File: src/rtl/run_ctrl_pkg.sv
// run_ctrl_pkg: state encodings and default counter width for the run controller, shared with the system top
package run_ctrl_pkg;
  localparam int CNT_W_DEF = 16;
  typedef enum logic [2:0] {
    ST_HALT = 3'd0,
    ST_RUN  = 3'd1,
    ST_STEP = 3'd2,
    ST_BRK  = 3'd3,
    ST_EXC  = 3'd4
  } rc_state_e;
endpackage

File: src/rtl/run_ctrl.sv
// run_ctrl: CPU run/step/halt controller with breakpoint, exception capture and retired-instruction counter
// Ports: SYS_clk/SYS_reset (sync, active-high); RC_cmd_* one-cycle command pulses; RC_bp_en/RC_bp_addr breakpoint;
// RC_pc/RC_exception from the CPU; RC_cpu_en commit enable; RC_state, RC_epc, RC_step_done, RC_icount status.
module run_ctrl
  import run_ctrl_pkg::*;
#(
  parameter int CNT_W = CNT_W_DEF
) (
  input  logic             SYS_clk,
  input  logic             SYS_reset,
  input  logic             RC_cmd_run,
  input  logic             RC_cmd_step,
  input  logic             RC_cmd_halt,
  input  logic             RC_cmd_clr,
  input  logic             RC_bp_en,
  input  logic [7:0]       RC_bp_addr,
  input  logic [7:0]       RC_pc,
  input  logic             RC_exception,
  output logic             RC_cpu_en,
  output logic [2:0]       RC_state,
  output logic [7:0]       RC_epc,
  output logic             RC_step_done,
  output logic [CNT_W-1:0] RC_icount
);
  rc_state_e        state_q, state_d;
  logic             skip_q, skip_d;
  logic [7:0]       epc_q, epc_d;
  logic [CNT_W-1:0] icount_q, icount_d;
  logic             step_done_q, step_done_d;
  logic             bp_hit, cpu_en, fault, clr_eff, step_eff, run_eff, resume;
  always_comb begin
    bp_hit   = RC_bp_en & (RC_pc == RC_bp_addr) & ~skip_q;
    cpu_en   = (state_q == ST_RUN & ~bp_hit) | state_q == ST_STEP;
    fault    = cpu_en & RC_exception;
    clr_eff  = RC_cmd_clr & ~RC_cmd_halt;
    step_eff = RC_cmd_step & ~RC_cmd_halt & ~RC_cmd_clr;
    run_eff  = RC_cmd_run & ~RC_cmd_halt & ~RC_cmd_clr & ~RC_cmd_step;
    state_d  = state_q;
    resume   = 1'b0;
    case (state_q)
      ST_HALT: state_d = step_eff ? ST_STEP : run_eff ? ST_RUN : ST_HALT;
      ST_RUN:  state_d = fault ? ST_EXC : RC_cmd_halt ? ST_HALT : bp_hit ? ST_BRK : ST_RUN;
      ST_STEP: state_d = fault ? ST_EXC : ST_HALT;
      ST_BRK: begin
        state_d = RC_cmd_halt ? ST_HALT : step_eff ? ST_STEP : run_eff ? ST_RUN : ST_BRK;
        resume  = step_eff | run_eff;
      end
      ST_EXC:  state_d = (RC_cmd_halt | RC_cmd_clr) ? ST_HALT : ST_EXC;
      default: state_d = ST_HALT;
    endcase
    // Leaving a breakpoint arms skip so the parked instruction can commit once.
    skip_d      = (state_d == ST_HALT | state_d == ST_EXC) ? 1'b0 : resume ? 1'b1 : cpu_en ? 1'b0 : skip_q;
    icount_d    = clr_eff ? '0 : (cpu_en & ~RC_exception) ? icount_q + CNT_W'(1) : icount_q;
    epc_d       = fault ? RC_pc : epc_q;
    step_done_d = state_q == ST_STEP & ~fault & ~RC_cmd_halt;
  end
  always_ff @(posedge SYS_clk) begin
    if (SYS_reset) begin
      state_q     <= ST_HALT;
      skip_q      <= 1'b0;
      epc_q       <= '0;
      icount_q    <= '0;
      step_done_q <= 1'b0;
    end else begin
      state_q     <= state_d;
      skip_q      <= skip_d;
      epc_q       <= epc_d;
      icount_q    <= icount_d;
      step_done_q <= step_done_d;
    end
  end
  assign RC_cpu_en    = cpu_en;
  assign RC_state     = state_q;
  assign RC_epc       = epc_q;
  assign RC_step_done = step_done_q;
  assign RC_icount    = icount_q;
endmodule

File: config.mk
export PLATFORM = sky130hd
export DESIGN_NAME = run_ctrl
export DESIGN_NICKNAME = d
export VERILOG_FILES = /design/src/rtl/run_ctrl_pkg.sv /design/src/rtl/run_ctrl.sv
export SDC_FILE = /design/constraint.sdc
export NUM_CORES = 1
export LEC_CHECK = 0
export ABC_AREA = 1
export CAP_MARGIN = 20
export CORE_UTILIZATION = 50
export DETAILED_ROUTE_END_ITERATION = 10
export PLACE_DENSITY = 0.91
export SYNTH_ARGS = -nofsm -noshare
export SYNTH_HDL_FRONTEND = slang
export SYNTH_SLANG_ARGS = --single-unit
File: constraint.sdc
create_clock -name SYS_clk -period 3.3 [get_ports SYS_clk]
set_input_delay 0.99 -clock SYS_clk [delete_from_list [all_inputs] [get_ports SYS_clk]]
set_output_delay 0.99 -clock SYS_clk [all_outputs]
set_load 0.02 [all_outputs]
==> results of run 1 <==
metal layers:
layer | part of all wire, % | GRT usage (%) | vias to the layer above
met5 | 0 | 0 | -
met2 | 48 | 40.97 | 73
li1 | - | - | 962
met1 | 46 | 31.50 | 849
met3 | 5.3 | 5.970 | 7
met4 | 1.5 | 9.091 | 0
flip-flops by register name, summed over array words and instances (netlist names):
| signal | cells |
|---|---|
| skip_q | 1 |
| RC_step_done | 1 |
| RC_epc | 8 |
| RC_icount | 16 |
| RC_state | 3 |
area by class of cell:
class,count,area [um^2],area share [%]
clock buffers,5,37.54,1.519
repair buffers,69,679.4,27.49
clock inverters,3,17.52,0.7089
flip-flops and latches,29,580.6,23.49
multi-input cells,177,925.9,37.47
well taps,44,55.05,2.228
inverters,46,175.2,7.089
synthesized netlist by cell type, drive strengths merged:
cell	number
dfxtp	29
a31oi	3
xnor2	1
nor2	27
nand3	16
o21ai	17
nor4	4
nand4	1
nor3	4
inv	46
nand3b	2
ha	1
o2111ai	1
a21oi	25
buf	3
nand2	68
xor2	6
and3	1
kinds of logic after synthesis:
group / after synthesis / synth area share [%]
AOI/OAI and AO/OA: 46 / 14.36
xor gates and xnor gates: 7 / 3.590
adders and majority gates: 1 / 0.7325
buffers and inverters: 49 / 12.53
DFF: 29 / 33.99
and+or+nand+nor: 123 / 34.80
critical path, delay by kind of cell:
kind | cells | cell delay, ns
buffers and inverters | 4 | 0.70
AND/OR/NAND/NOR | 5 | 0.43
how the worst max path moves through the flow:
stage             startpoint         to  slack (ns)  cells past startpoint
3_5_place_dp        RC_pc[3]  RC_cpu_en       -0.35                     11
2_1_floorplan  RC_bp_addr[6]  RC_cpu_en        0.66                      9
6_report            RC_pc[4]  RC_cpu_en        0.18                      9
4_1_cts             RC_pc[3]  RC_cpu_en        0.02                     11
5_1_grt        RC_bp_addr[4]  RC_cpu_en        0.09                      9
3_3_place_gp        RC_pc[6]  RC_cpu_en       -0.30                     11
per-stage QoR:
stage / cell area [um^2] / utilization (%)
floorplan: 1708 / -
global placement: 2372 / 75.24
detailed placement: 2372 / 75.24
CTS: 2422 / 76.83
global route: 2471 / 78.37
finish: 2471 / 78.37
repair_timing:
item,4_1_cts,5_1_grt
pin swaps,0,5
endpoints found under the setup margin,1,1
gates resized for setup,4,22
power by group through the flow:
| stage | clock (uW) | combinational, uW | sequential, uW |
|---|---|---|---|
| 2_1_floorplan | 0 | 50.1 | 372 |
| 3_3_place_gp | 0 | 120 | 366 |
| 3_5_place_dp | 0 | 122 | 366 |
| 4_1_cts | 217 | 122 | 358 |
| 5_1_grt | 229 | 134 | 359 |
| 6_report | 211 | 123 | 358 |
==> metrics.cfg, run 1 <==
[worst_setup_path]
critPathMostFrequentCell=nand2_1
r2r-start=RC_state[0]
critPathMaxStageDelay_ns=0.48
path_max_fanout=2
arrival_ns=2.13
reg2reg_depth=10
setup.worst_path.class=in2out
cp-start-kind=input pin
path_cells=clkdlybuf4s50_1 -> inv_1 -> nand2_1 -> nand2_1 -> nor2_1 -> nand3_2 -> nand2_2 -> inv_2 -> buf_6
required_ns=2.31
critPathSlowestCell=clkdlybuf4s50_1
crit_path_end_kind=output port
reg2reg_slack_ns=1.49
reg2reg_to=RC_icount[5]

[floorplanning]
core_mm2=0.003153
std_cell_rows=20
io_pins=53
fp.dieW_um=60.45
die_y_um=60.45
start_util_pct=54.17
dieArea_mm2=0.003654

[power_and_ir_drop]
internal-power_uw=496.3
leakage_uw=0.001096
p_per_area_mw_per_mm2=280.1
p_sw_share_pct=28.30
pwr-share-comb_pct=17.8
p_total_uw=692.2
ir_drop_uv=318.2
power.switching_uw=195.8
clockPowerShare_pct=30.4
power_frac_seq_pct=51.7

[yosys]
synth_top_cell_area_share_pct=33.99
ys_ff_latch=29
yosys-top-cells-area=dfxtp_1 34%, nand2_1 13%, inv_1 8.6%
ys_types=32
yosysTopAreaCell=dfxtp_1
synthCells=255
yosysSeqAreaShare_pct=33.99
syn_nets=280
synth_area_per_cell_um2=6.698
yosys_warnings=0
netlist_area_mm2=0.001708

[hold_path]
min_from=RC_epc[0]
min_to=RC_epc[0]
min_path_type=reg2reg
min_path_cells=2

[clocking]
clk_path_buf_depth=2
post-cts-setup-buffer-count=0
path_clk_slew_ns=0.10
ctsHtreeMaxLevel=2
cts_hold_repair.buffers=0
cts_made_buffers=5
cts_sinks=29
worst_skew_pair.late_latency_ns=0.33
tritoncts=done
clockRootBuffer=clkbuf_4

[global_route]
antenna_found_initial=0
grtUsageTotal_pct=24.80
grt_pass1_vias=1626
grt_max_degree=17
grt_overflow_total=0
grt_pass1_wl_um=6824

[sta]
period_share_pct=94.49
skew_ns=0.01114
tightest_slew_ns=0.4178
setup_tns_ns=0
rsz0062_at_grt=false
max_slew_margin_pct=71.89
hold_violations=0
finalMaxSlewViolations=0
setup_slack_ns=0.1819
finalCriticalPeriod_ns=3.118
setup_viol=0
whs_ns=0.4829
max_freq_mhz=320.7

[finish]
drive_gt1_share_pct=19.15
area_growth_syn_to_layout_pct=44.69
layout_commonest_cell=nand2_1
antennaDiodeCount=0
nets=353
layoutNonFillerInstCount=373
n_fill_cell=231
final_cell_mix=53 x nand2_1, 39 x clkdlybuf4s50_1, 36 x inv_1

[flow_run]
cap_violations=0

[placement]
dp_cells=365
numPortBuffers=52
gp_congestion=0.8651
dp_slack_ns=-0.3543
hpwl_um=3384

[route]
post_drt_wl_per_cell_um=11.57
vias_per_cell=5.070
drc_errors=0
detail_route.wirelength_um=4317
via_count=1891
drt-pass1-iter-count=4
detail-route-antenna-nets=0
drt-initial-drc-count=76

[run_status]
status=complete, no violations

No activity file was read; power rests on OpenSTA's default activity.
==> run 2: changes to the inputs <==
--- a/config.mk
+++ b/config.mk
@@ -10,6 +10,7 @@
 export CORE_UTILIZATION = 50
 export DETAILED_ROUTE_END_ITERATION = 10
 export PLACE_DENSITY = 0.91
+export SLEW_MARGIN = 20
 export SYNTH_ARGS = -nofsm -noshare
 export SYNTH_HDL_FRONTEND = slang
 export SYNTH_SLANG_ARGS = --single-unit
==> results of run 2 <==
Same layout as run 1: the final DEF is identical, and so are final timing and power.
==> run 3: changes to the inputs <==
--- a/config.mk
+++ b/config.mk
@@ -6,7 +6,6 @@
 export NUM_CORES = 1
 export LEC_CHECK = 0
 export ABC_AREA = 1
-export CAP_MARGIN = 20
 export CORE_UTILIZATION = 50
 export DETAILED_ROUTE_END_ITERATION = 10
 export PLACE_DENSITY = 0.91
==> results of run 3 <==
Same layout as run 1: the final DEF is identical, and so are final timing and power.
